--- src/rtl/vga_pkg.sv ---
// Default 640x480@60 raster timing and shared types for the scan controller.
package vga_pkg;

  localparam int H_VISIBLE_DEF = 640;
  localparam int H_FRONT_DEF   = 16;
  localparam int H_SYNC_DEF    = 96;
  localparam int H_BACK_DEF    = 48;
  localparam int V_VISIBLE_DEF = 480;
  localparam int V_FRONT_DEF   = 10;
  localparam int V_SYNC_DEF    = 2;
  localparam int V_BACK_DEF    = 33;
  localparam int CLK_DIV_DEF   = 2;

  localparam int H_TOTAL = H_VISIBLE_DEF + H_FRONT_DEF + H_SYNC_DEF + H_BACK_DEF;
  localparam int V_TOTAL = V_VISIBLE_DEF + V_FRONT_DEF + V_SYNC_DEF + V_BACK_DEF;

  typedef enum logic [1:0] {IDLE, RUN, DRAIN} scan_state_t;

  typedef struct {
    logic [7:0] r;
    logic [7:0] g;
    logic [7:0] b;
  } rgb_t;

endpackage

--- src/rtl/pix_tick_gen.sv ---
// Free-running clock divider: one-clk pix_tick every CLK_DIV clks.
module pix_tick_gen #(
  parameter int CLK_DIV = 2
) (
  input  logic clk,
  input  logic rst,
  output logic pix_tick
);

  generate
    if (CLK_DIV <= 1) begin : g_bypass
      logic unused_ok;
      assign unused_ok = clk ^ rst;
      assign pix_tick  = 1'b1;
    end else begin : g_div
      localparam int            DW   = $clog2(CLK_DIV);
      localparam logic [DW-1:0] LAST = DW'(CLK_DIV - 1);
      logic [DW-1:0] div_q, div_d;

      always_comb div_d = (div_q == LAST) ? '0 : div_q + 1'b1;

      always_ff @(posedge clk) begin
        if (rst) div_q <= '0;
        else     div_q <= div_d;
      end

      assign pix_tick = (div_q == LAST);
    end
  endgenerate

endmodule

--- src/rtl/vga_scan_ctrl.sv ---
// VGA raster sequencer: pixel/line counters, frame-granular run control and an
// output register that aligns datapath colour with the syncs for the DAC.
module vga_scan_ctrl
  import vga_pkg::*;
#(
  parameter int H_VISIBLE = H_VISIBLE_DEF,
  parameter int H_FRONT   = H_FRONT_DEF,
  parameter int H_SYNC    = H_SYNC_DEF,
  parameter int H_BACK    = H_BACK_DEF,
  parameter int V_VISIBLE = V_VISIBLE_DEF,
  parameter int V_FRONT   = V_FRONT_DEF,
  parameter int V_SYNC    = V_SYNC_DEF,
  parameter int V_BACK    = V_BACK_DEF,
  parameter int CLK_DIV   = CLK_DIV_DEF,
  parameter bit SYNC_POL  = 1'b0
) (
  input  logic       clk,
  input  logic       rst,
  input  logic       run,
  output logic [9:0] hc,
  output logic [8:0] vc,
  output logic       display_enable,
  output logic       pix_tick,
  output logic       line_start,
  output logic       frame_start,
  input  logic [7:0] r_in,
  input  logic [7:0] g_in,
  input  logic [7:0] b_in,
  output logic [7:0] vga_r,
  output logic [7:0] vga_g,
  output logic [7:0] vga_b,
  output logic       vga_hs,
  output logic       vga_vs
);

  localparam logic [9:0] H_LAST = 10'(H_VISIBLE + H_FRONT + H_SYNC + H_BACK - 1);
  localparam logic [9:0] V_LAST = 10'(V_VISIBLE + V_FRONT + V_SYNC + V_BACK - 1);
  localparam logic [9:0] H_VIS  = 10'(H_VISIBLE);
  localparam logic [9:0] H_SS   = 10'(H_VISIBLE + H_FRONT);
  localparam logic [9:0] H_SE   = 10'(H_VISIBLE + H_FRONT + H_SYNC);
  localparam logic [9:0] V_VIS  = 10'(V_VISIBLE);
  localparam logic [9:0] V_SS   = 10'(V_VISIBLE + V_FRONT);
  localparam logic [9:0] V_SE   = 10'(V_VISIBLE + V_FRONT + V_SYNC);

  scan_state_t state_q, state_d;
  logic [9:0]  hc_q, hc_d, line_q, line_d;
  rgb_t        pix_q, pix_d;
  logic        hs_q, hs_d, vs_q, vs_d;
  logic        scanning, h_end, frame_end, hs_act, vs_act;

  pix_tick_gen #(.CLK_DIV(CLK_DIV)) u_tick (
    .clk      (clk),
    .rst      (rst),
    .pix_tick (pix_tick)
  );

  assign scanning  = (state_q != IDLE);
  assign h_end     = (hc_q == H_LAST);
  assign frame_end = h_end && (line_q == V_LAST);
  assign hs_act    = scanning && (hc_q >= H_SS) && (hc_q < H_SE);
  assign vs_act    = scanning && (line_q >= V_SS) && (line_q < V_SE);

  assign hc             = hc_q;
  assign vc             = (line_q < V_VIS) ? line_q[8:0] : 9'd0;
  assign display_enable = scanning && (hc_q < H_VIS) && (line_q < V_VIS);
  assign line_start     = pix_tick && scanning && (hc_q == '0);
  assign frame_start    = line_start && (line_q == '0);

  always_comb begin
    state_d = state_q;
    hc_d    = hc_q;
    line_d  = line_q;
    pix_d   = pix_q;
    hs_d    = hs_q;
    vs_d    = vs_q;
    if (pix_tick) begin
      // Colour gated here so blanking is black whatever the generators drive.
      pix_d.r = display_enable ? r_in : 8'h00;
      pix_d.g = display_enable ? g_in : 8'h00;
      pix_d.b = display_enable ? b_in : 8'h00;
      hs_d    = hs_act ? SYNC_POL : ~SYNC_POL;
      vs_d    = vs_act ? SYNC_POL : ~SYNC_POL;
      if (state_q == IDLE) begin
        hc_d   = '0;
        line_d = '0;
        if (run) state_d = RUN;
      end else begin
        hc_d = h_end ? '0 : hc_q + 1'b1;
        if (h_end) line_d = (line_q == V_LAST) ? '0 : line_q + 1'b1;
        case (state_q)
          RUN:     if (!run) state_d = frame_end ? IDLE : DRAIN;
          DRAIN:   if (run) state_d = RUN;
                   else if (frame_end) state_d = IDLE;
          default: ;
        endcase
      end
    end
  end

  always_ff @(posedge clk) begin
    if (rst) begin
      state_q <= IDLE;
      hc_q    <= '0;
      line_q  <= '0;
      pix_q.r <= '0;
      pix_q.g <= '0;
      pix_q.b <= '0;
      hs_q    <= ~SYNC_POL;
      vs_q    <= ~SYNC_POL;
    end else begin
      state_q <= state_d;
      hc_q    <= hc_d;
      line_q  <= line_d;
      pix_q   <= pix_d;
      hs_q    <= hs_d;
      vs_q    <= vs_d;
    end
  end

  assign vga_r  = pix_q.r;
  assign vga_g  = pix_q.g;
  assign vga_b  = pix_q.b;
  assign vga_hs = hs_q;
  assign vga_vs = vs_q;

endmodule
--- config.mk ---
export PLATFORM = sky130hd
export DESIGN_NAME = vga_scan_ctrl
export DESIGN_NICKNAME = d
export VERILOG_FILES = /design/src/rtl/vga_pkg.sv /design/src/rtl/pix_tick_gen.sv /design/src/rtl/vga_scan_ctrl.sv
export SDC_FILE = /design/constraint.sdc
export NUM_CORES = 1
export LEC_CHECK = 0
export ABC_AREA = 1
export CAP_MARGIN = 25
export CORE_UTILIZATION = 49
export CTS_BUF_LIST = sky130_fd_sc_hd__clkbuf_8
export DETAILED_ROUTE_END_ITERATION = 12
export PLACE_DENSITY = 0.83
export SYNTH_ARGS = -nofsm -noshare
export SYNTH_HDL_FRONTEND = slang
export SYNTH_SLANG_ARGS = --single-unit
--- constraint.sdc ---
create_clock -name clk -period 1.73 [get_ports clk]
set_clock_uncertainty 0.1 [all_clocks]
set_input_delay 0.173 -clock clk [delete_from_list [all_inputs] [get_ports clk]]
set_output_delay 0.173 -clock clk [all_outputs]
set_load 0.005 [all_outputs]
==> results of run 1 <==
-- power groups by stage --
stage	logic, mW	clock network [mW]	registers (mW)
global route	0.449	0.732	1.18
detailed placement	0.387	0	1.20
CTS	0.387	0.692	1.17
global placement	0.381	0	1.20
finish	0.418	0.691	1.17
floorplan	0.185	0	1.20
-- cell families (layout without fill, tap and decap cells) --
group / after synthesis / after routing / synth area share
compound gates: 24 / 24 / 0.06154
buf+inv: 53 / 180 / 0.09379
xor+xnor: 3 / 3 / 0.01042
flops: 49 / 49 / 0.3891
simple gates: 232 / 232 / 0.4203
fa+ha+maj: 5 / 5 / 0.02481
-- what timing repair did --
action / 4_1_cts / 5_1_grt
gates resized for setup: 44 / 36
hold buffers: 0 / 0
setup buffers: 6 / 4
endpoints found under the setup margin: 12 / 43
pin swaps: 6 / 13
-- metal layers --
| layer | vias up | GRT usage |
|---|---|---|
| met5 | - | 0 |
| met4 | 0 | 0.04915 |
| met2 | 147 | 0.4475 |
| met3 | 18 | 0.08093 |
| met1 | 1320 | 0.3522 |
| li1 | 1411 | - |
-- stage by stage --
stage,setup slack (ns),std cells,hold slack (ns)
6_report,-0.02565,560,0.3181
5_1_grt,-0.08780,560,0.3222
4_1_cts,-0.09886,557,0.3181
3_5_place_dp,-0.1205,543,0.3380
3_3_place_gp,-0.1323,543,0.3359
2_1_floorplan,0.1964,366,0.1944
-- state kept, by name, summed over array words and instances, names as in the netlist, 2 cells and up --
| name | flops |
|---|---|
| state_q | 2 |
| vga_g | 8 |
| hc | 10 |
| vga_b | 8 |
| vga_r | 8 |
| line_q | 10 |
-- layout by cell type (no fill, tap or decap), types with 2 or more instances in the layout --
| cell type | n |
|---|---|
| sky130_fd_sc_hd__a21oi_1 | 9 |
| sky130_fd_sc_hd__a31oi_1 | 2 |
| sky130_fd_sc_hd__buf_12 | 2 |
| sky130_fd_sc_hd__buf_2 | 4 |
| sky130_fd_sc_hd__buf_4 | 45 |
| sky130_fd_sc_hd__buf_6 | 10 |
| sky130_fd_sc_hd__clkbuf_2 | 3 |
| sky130_fd_sc_hd__clkbuf_8 | 5 |
| sky130_fd_sc_hd__clkdlybuf4s50_1 | 63 |
| sky130_fd_sc_hd__clkinvlp_4 | 2 |
| sky130_fd_sc_hd__dfxtp_1 | 39 |
| sky130_fd_sc_hd__dfxtp_2 | 10 |
| sky130_fd_sc_hd__dlygate4sd2_1 | 2 |
| sky130_fd_sc_hd__ha_1 | 3 |
| sky130_fd_sc_hd__ha_4 | 2 |
| sky130_fd_sc_hd__inv_1 | 35 |
| sky130_fd_sc_hd__inv_2 | 7 |
| sky130_fd_sc_hd__nand2_1 | 103 |
| sky130_fd_sc_hd__nand2_2 | 5 |
| sky130_fd_sc_hd__nand2_4 | 3 |
| sky130_fd_sc_hd__nand3_1 | 39 |
| sky130_fd_sc_hd__nand3_2 | 10 |
| sky130_fd_sc_hd__nand4_1 | 3 |
| sky130_fd_sc_hd__nor2_1 | 46 |
| sky130_fd_sc_hd__nor2_2 | 7 |
| sky130_fd_sc_hd__nor2_4 | 2 |
| sky130_fd_sc_hd__nor3_1 | 6 |
| sky130_fd_sc_hd__nor4_1 | 2 |
| sky130_fd_sc_hd__nor4_2 | 2 |
| sky130_fd_sc_hd__o21ai_0 | 4 |
| sky130_fd_sc_hd__o21ai_2 | 3 |
| sky130_fd_sc_hd__o22ai_1 | 2 |
| sky130_fd_sc_hd__xor2_1 | 3 |
-- cell type report --
| cell class | count | area (um^2) | share of cell area |
|---|---|---|---|
| well taps | 67 | 83.83 | 0.02151 |
| clock inverters | 3 | 18.77 | 0.004815 |
| clock buffers | 5 | 68.82 | 0.01766 |
| flip-flops and latches | 49 | 993.5 | 0.2549 |
| repair buffers | 130 | 1184 | 0.3037 |
| multi-input cells | 264 | 1389 | 0.3563 |
| inverters | 42 | 160.2 | 0.04109 |
-- worst max-delay path, stage by stage, from the launching register on --
cell and delay [ns]:
sky130_fd_sc_hd__dfxtp_2 0.36, sky130_fd_sc_hd__nand2_2 0.05, sky130_fd_sc_hd__inv_2 0.06, sky130_fd_sc_hd__nand2_4 0.05
sky130_fd_sc_hd__o21ai_4 0.17, sky130_fd_sc_hd__buf_6 0.13, sky130_fd_sc_hd__buf_6 0.09, sky130_fd_sc_hd__buf_6 0.11
sky130_fd_sc_hd__nor2_2 0.03, sky130_fd_sc_hd__buf_2 0.12
-- cells in the mapped netlist (all sizes together) --
library cell and instances:
o21a 1, o21bai 1, a21oi 9, dfxtp 49, nand4 3, nor3b 2
o21ai 8, nand3 49, ha 5, nand2 111, a31oi 2, buf 8
a211oi 1, nor3 7, xor2 3, nor2 55, nor4 4, inv 42
clkbuf 3, and3 1, o22ai 2
-- worst paths after layout --
check / from / end / slack (ns) / cells past startpoint
setup / recovery: line_q[7]$_SDFFE_PP0P_ / vc[2] / -0.03 / 9
hold / removal: b_in[1] / vga_b[1]$_SDFFE_PP0P_ / 0.32 / 3
setup reg to reg: u_tick.pix_tick$_SDFF_PP0_ / vga_vs$_SDFFE_PP1P_ / 0.03 / 6
hold reg to reg: vga_b[6]$_SDFFE_PP0P_ / vga_b[6]$_SDFFE_PP0P_ / 0.35 / 2
==> summary.txt, run 1 <==
Outcome
  – Result of the run: finished, violations left
  – Violated checks: setup timing

Power
  – Part of the total power dissipated in combinational logic: 0.183
  – Switch share: 0.2808
  – Total net switching power: 0.6405 mW
  – Part of the power in registers: 0.514
  – Post-layout total power: 2.281 mW
  – VDD IR max: 496.0 uV
  – Clock network power share: 0.303
  – Cell Int Power: 1.641 mW
  – Leakage power figure: 1.727 nW
  – Power per standard cell area: 585.4 mW/mm^2

Timing
  – Final hold vios: 0
  – Setup violation total in the final timing report: 4
  – Tightest slew margin relative to the limit: 0.7458
  – Worst Max-Slew Pin Slew: 0.3778 ns
  – Number of max-slew violations in the final report: 0
  – Post-route minimum period: 1.756 ns
  – Unrepaired setup endpoints after global routing: yes
  – Final critical-path setup slack: -0.02565 ns
  – Maximum clock rate: 0.5696 GHz
  – Sum Neg Setup Slack: -0.07743 ns
  – Part of the cycle the worst path needs: 1.015

Logic synthesis
  – Register area share after synthesis: 0.3891
  – Yosys cell types: 32
  – Cell taking the most area after synthesis: sky130_fd_sc_hd__dfxtp_1
  – Top cell type's share of synthesized area: 0.3891
  – Number of flip-flops and latches in the synthesized netlist: 49
  – Instance count of the mapped netlist: 366
  – Per-instance average area after synthesis: 6.888 um^2
  – Yosys warning count: 0
  – Post-Syn Nets: 398
  – Post-synthesis instance area: 0.002521 mm^2
  – Dominant cells by area after synthesis: sky130_fd_sc_hd__dfxtp_1 39%, sky130_fd_sc_hd__nand2_1 15%, sky130_fd_sc_hd__nand3_1 7.9%

Finish
  – FILL cells: 335
  – Fraction of layout cells with a size suffix above 1: 0.2576
  – Total number of nets in the final design: 524
  – Final instance area: 0.003897 mm^2
  – Area overhead of the layout relative to synthesis: 54.59%
  – Post-layout utilization of the core: 0.8039
  – Diodes inserted: 0

CTS
  – Clock-pin slew reported for the worst setup and hold paths after clock tree synthesis: 0.09 ns
  – Total clock buffers created by CTS: 5
  – CTS tree: yes
  – Clock root buffer: sky130_fd_sc_hd__clkbuf_8
  – Max clock buf depth: 2
  – Number of levels in the clock H-tree: 2
  – Clock sink count: 49
  – Clock latency of the later-clocked register in the worst-skew pair: 0.30 ns

Detailed routing
  – Length of routed met2 wiring: 3553 um
  – Post-route DRC: 0
  – Total met3 wirelength after detailed routing: 693 um
  – Pre-Repair DR Iteration Count: 5
  – Detailed-route via count: 2896
  – Highest metal layer with signal wires: met4
  – Post-route met1 wirelength: 3185 um
  – First-iteration detailed-routing DRC count: 180
  – Remaining antenna violation count: 0
  – Wire per inst: 13.56 um
  – Total Routed Length: 7595 um
  – Via-to-Cell Ratio: 5.171

Die
  – Y dimension of the die: 73.73 um
  – Top-level I/O count: 76
  – Die Footprint: 0.005436 mm^2
  – Row Count: 25
  – Initial cell density of the core: 0.5200
  – Horizontal extent of the die: 73.73 um
  – Placeable core region: 0.004848 mm^2

Placed design
  – DPL Wire Length: 5196 um
  – Buffers on Ports: 75
  – Area after detailed placement: 0.003647 mm^2
  – GPL Wtd Cong: 0.9198

GRT
  – First-pass GRT wire length: 11400 um
  – Overall Global Routing Usage: 0.2710
  – Via count of the first global-routing pass: 2518
  – Gr ovfl total: 0
  – Pin count of the biggest net entering global routing: 27
  – Number of antenna violations at the first check in global routing: 0

Critical path
  – Worst Path Class, Setup: reg2out
  – Worst setup EP type: primary output
  – Crit path arrival time: 1.48 ns
  – Critical Path Fanout Max: 4
  – Kind of start point of the critical path: flop
  – Worst Path Required: 1.46 ns

Min path
  – Hold Crit Class: in2reg

Job
  – Reported max-cap violation count: 0
Power figures use the tool's default switching activity.
==> inputs of run 2 (changes only) <==
- CELL_PAD_IN_SITES_DETAIL_PLACEMENT: unset -> 1
- CELL_PAD_IN_SITES_GLOBAL_PLACEMENT: unset -> 1
- CORE_UTILIZATION: 49 -> 34
- PLACE_DENSITY: 0.83 -> unset
- PLACE_DENSITY_LB_ADDON: unset -> 0.1
==> summary.txt, run 2 (synthesis gave the netlist of run 1 again) <==
Timing
  – Part of the cycle the worst path needs: 0.9999
  – Tightest slew margin relative to the limit: 0.7960
  – Final hold vios: 0
  – Worst Max-Slew Pin Slew: 0.3032 ns
  – Sum Neg Setup Slack: 0 ns
  – Number of max-slew violations in the final report: 0
  – Unrepaired setup endpoints after global routing: yes
  – Maximum clock rate: 0.5781 GHz
  – Post-route minimum period: 1.730 ns
  – Setup violation total in the final timing report: 0
  – Fin Hold WS: 0.3242 ns

Finish
  – Final instance area: 0.004014 mm^2
  – Most frequent cells in the layout: 100 x sky130_fd_sc_hd__nand2_1, 63 x sky130_fd_sc_hd__clkdlybuf4s50_1, 53 x sky130_fd_sc_hd__buf_4
  – Diodes inserted: 0
  – Total number of nets in the final design: 531
  – Commonest non-fill, non-tap cell in the layout: sky130_fd_sc_hd__nand2_1
  – FILL cells: 927
  – Number of standard cells in the layout, taps in and fillers out: 598
  – Fraction of layout cells with a size suffix above 1: 0.2906
  – Post-layout utilization of the core: 0.5564
  – Area overhead of the layout relative to synthesis: 59.21%

Detailed routing
  – Post-route DRC: 0
  – Pre-Repair DR Iteration Count: 4
  – Remaining antenna violation count: 0
  – Wire per inst: 14.51 um
  – First-iteration detailed-routing DRC count: 70
  – Via-to-Cell Ratio: 4.741
  – Total Routed Length: 8679 um
  – Detailed-route via count: 2835

GRT
  – Number of antenna violations at the first check in global routing: 0
  – Pin count of the biggest net entering global routing: 26
  – Overall Global Routing Usage: 0.2270
  – Via count of the first global-routing pass: 2851
  – Gr ovfl total: 0
  – First-pass GRT wire length: 13610 um

CTS
  – Max clock buf depth: 2
  – Clock latency of the later-clocked register in the worst-skew pair: 0.30 ns
  – Clock-pin slew reported for the worst setup and hold paths after clock tree synthesis: 0.10 ns
  – CTS tree: yes
  – Clock sink count: 49
  – Clock root buffer: sky130_fd_sc_hd__clkbuf_8
  – Total clock buffers created by CTS: 5
  – Number of levels in the clock H-tree: 2

Power
  – Power per standard cell area: 601.7 mW/mm^2
  – Leakage power figure: 1.775 nW
  – VDD IR max: 502.0 uV

Critical path
  – Critical Path Fanout Max: 3
  – Kind of start point of the critical path: flop
  – Slowest-stage cell, CP: sky130_fd_sc_hd__dfxtp_2
  – Cells along the critical path: inv_2 > nand2_2 > nand3_2 > nor4_2 > buf_4 > and3_1 > buf_2
  – Delay of the slowest critical-path stage: 0.35 ns
  – RR Endpoint: line_q[6]$_SDFFE_PP0P_
  – Worst R2R Path Depth: 11
  – Reg2reg setup slack: 0.04 ns
  – Worst Path Required: 1.46 ns
  – Worst Path Class, Setup: reg2out
  – Worst setup EP type: primary output
  – Critical register-to-register path startpoint: hc[0]$_SDFFE_PP0P_
  – Crit path arrival time: 1.46 ns

Min path
  – Capture endpoint of the worst hold path: vga_g[7]$_SDFFE_PP0P_
  – Startpoint of the lowest-slack hold path: g_in[7]
  – WHS Path Cells: 3
  – Hold Crit Class: in2reg

Outcome
  – Result of the run: complete, no violations

Die
  – Placeable core region: 0.007214 mm^2
  – Y dimension of the die: 88.11 um
  – Die Footprint: 0.007763 mm^2
  – Row Count: 31
  – Horizontal extent of the die: 88.11 um
  – Top-level I/O count: 76
  – Initial cell density of the core: 0.3495

Placed design
  – Buffers on Ports: 75
  – Inst Count DP: 578
  – GPL Wtd Cong: 0.8287
  – DPL Wire Length: 6365 um
  – Area after detailed placement: 0.003710 mm^2

Job
  – Reported max-cap violation count: 0
==> run 2: changes by cell type in the layout (fill, tap and decap cells not counted), moves of 3 or more <==
cell                      change
sky130_fd_sc_hd__buf_2        +4
sky130_fd_sc_hd__buf_4        +8
sky130_fd_sc_hd__buf_6        -4
sky130_fd_sc_hd__nand2_1      -3
sky130_fd_sc_hd__nand2_2      +3
sky130_fd_sc_hd__nor2_1       -4
==> run 2: worst max path at each step <==
| stage | start | slack (ns) | end |
|---|---|---|---|
| 3_5_place_dp | hc[1]$_SDFFE_PP0P_ | -0.17 | frame_start |
| 3_3_place_gp | hc[1]$_SDFFE_PP0P_ | -0.14 | frame_start |
| 5_1_grt | state_q[0]$_SDFFE_PP0P_ | -0.11 | frame_start |
| 2_1_floorplan | hc[0]$_SDFFE_PP0P_ | 0.20 | line_q[3]$_SDFFE_PP0P_ |
| 6_report | state_q[0]$_SDFFE_PP0P_ | 0.0002 | frame_start |
| 4_1_cts | hc[9]$_SDFFE_PP0P_ | -0.03 | frame_start |
==> run 2: routing by layer <==
layer  vias to the layer above  global-route usage  share of wire
li1                       1428                   -              -
met1                      1317              0.2916           0.45
met2                        82              0.3798           0.47
met3                         8             0.06409          0.067
met4                         0             0.04839          0.011
met5                         -                   0              0
==> run 2: through the flow <==
stage,setup WS (ns),power (mW)
2_1_floorplan,0.1964,1.387
3_3_place_gp,-0.1405,1.590
3_5_place_dp,-0.1653,1.598
4_1_cts,-0.03113,2.412
5_1_grt,-0.1115,2.502
6_report,0.0002357,2.415
==> run 2: where the power goes <==
part | total, mW | internal (mW) | switching [mW]
Sequential | 1.17 | 1.16 | 0.0170
Combinational | 0.413 | 0.201 | 0.212
Clock | 0.830 | 0.422 | 0.408
==> run 2: timing repair <==
| item | 4_1_cts | 5_1_grt |
|---|---|---|
| hold buffers | 0 | 0 |
| pin swaps | 3 | 9 |
| hold endpoints to repair | 0 | 0 |
| setup buffers | 9 | 4 |
| gates resized for setup | 58 | 36 |
| setup endpoints to repair | 12 | 33 |
==> run 2: cell type report <==
type                       instances  area [um^2]  share of cell area
tap                               99        123.9             0.03086
inverter                          42        162.7             0.04052
timing repair buffer             137         1215              0.3027
sequential                        49        997.2              0.2484
clock buffer                       5        68.82             0.01714
multi-input combinational        264         1411              0.3516
clock inverter                     2        35.03            0.008728
==> run 2: worst max-delay path, delay by kind of cell, from the launching register on <==
kind	cells	cell delay [ns]
buffers and inverters	3	0.30
flip-flops	1	0.35
AND/OR/NAND/NOR	4	0.51
==> inputs of run 3 (changes only) <==
- HOLD_SLACK_MARGIN: unset -> 0.06
==> results of run 3 <==
Final layout, timing and power as in run 2 (identical DEF).
==> patch, RTL diff (config.mk and constraints of run 2) <==
Change the parameter `SYNC_POL` from 1'b0 to 1'b1.
--- a/src/rtl/vga_scan_ctrl.sv
+++ b/src/rtl/vga_scan_ctrl.sv
@@ -14,3 +14,3 @@
   parameter int CLK_DIV   = CLK_DIV_DEF,
-  parameter bit SYNC_POL  = 1'b0
+  parameter bit SYNC_POL  = 1'b1
 ) (
Behaviour: not the same (Yosys sat finds a counterexample within 4 cycles, from zero or initial values and one cycle with rst high).
==> patch against run 2 <==
  * The flow now finishes with violations (negative setup slack)
  * Synthesized cell count down 5.7%
  * Wire length up 32%
  * Register-to-register slack worse by 0.21 ns
  * Worst setup slack worse by 0.28 ns
  * Power up 12%
  * Sequential cell count unchanged
  * Cell area up 10%
  * Utilization up 9.1 points
  * Clock power up 3.7%
  * Synthesized area down 3.8%
  * Largest cell class unchanged
  * Highest routed layer unchanged
==> patch: results (changes against run 2) <==
* Failing checks: negative setup slack
* Detailed Place HPWL at 6060 µm (was 6370 µm)
* Area fraction in compound gates after synthesis at 5.31% (was 6.15%)
* Pin count of the biggest net entering global routing at 27 (was 26)
* Final setup vio count at 46 (was 0)
* Post-synthesis adder-cell area fraction at 2.58% (was 2.48%)
* Slew @ Worst Pin at 0.399 ns (was 0.303 ns)
* Tap Cells at 96 (was 99)
* Final TNS setup at -2.86 ns (was 0 ns)
* Worst setup slack after layout at -0.276 ns (was 0.000236 ns)
* ClkCell Share at 2.55% (was 2.59%)
* DP Area at 0.00366 mm² (was 0.00371 mm²)
* Cells after synthesis at 345 (was 366)
* Count of non-filler cells in the finished layout at 593 (was 598)
* Status: finished with violations (was completed)
* Post-synth top cells: nand2_1, dfxtp_1, nor2_1, inv_1, nand3_1 (was nand2_1, nor2_1, dfxtp_1, nand3_1, inv_1)
* Fraction of area in registers at 22.5% (was 24.8%)
* First DRT Iteration DRCs at 95 (was 70)
* Sw Ratio at 29.1% (was 26.4%)
* Seq/Total Area, Yosys at 40.5% (was 38.9%)
* Multi-input gate share of total cell area at 36.0% (was 35.2%)
* Inverters at 38 (was 42)
* Post-synth top area share at 40.5% (was 38.9%)
* Nets at 528 (was 531)
* Drt wl/cell at 19.2 µm (was 14.5 µm)
* Crit-path max cell delay at 0.37 ns (was 0.35 ns)
## patch: cell types whose count changed after synthesis, sizes merged, moves of 2 or more
| cell | run 2 | this run |
|---|---|---|
| nand2 | 111 | 104 |
| nor2 | 55 | 51 |
| nand3 | 49 | 38 |
| a31oi | 2 | 0 |
| nor3 | 7 | 15 |
| inv | 42 | 37 |
## patch: worst paths after layout
check	start	to	slack [ns]	cells after the start
worst max-delay path	u_tick.pix_tick$_SDFF_PP0_	frame_start	-0.28	7
worst min register to register	vga_b[4]$_SDFFE_PP0P_	vga_b[4]$_SDFFE_PP0P_	0.35	2
worst max register to register	hc[0]$_SDFFE_PP0P_	line_q[8]$_SDFFE_PP0P_	-0.17	11
worst min-delay path	b_in[3]	vga_b[3]$_SDFFE_PP0P_	0.30	3
## patch: timing repair
action / 4_1_cts / 5_1_grt
gates resized for setup: 92 / 77
endpoints found under the setup margin: 28 / 55
pin swaps: 12 / 23
setup buffers: 16 / 11
gates cloned: 1 / 3
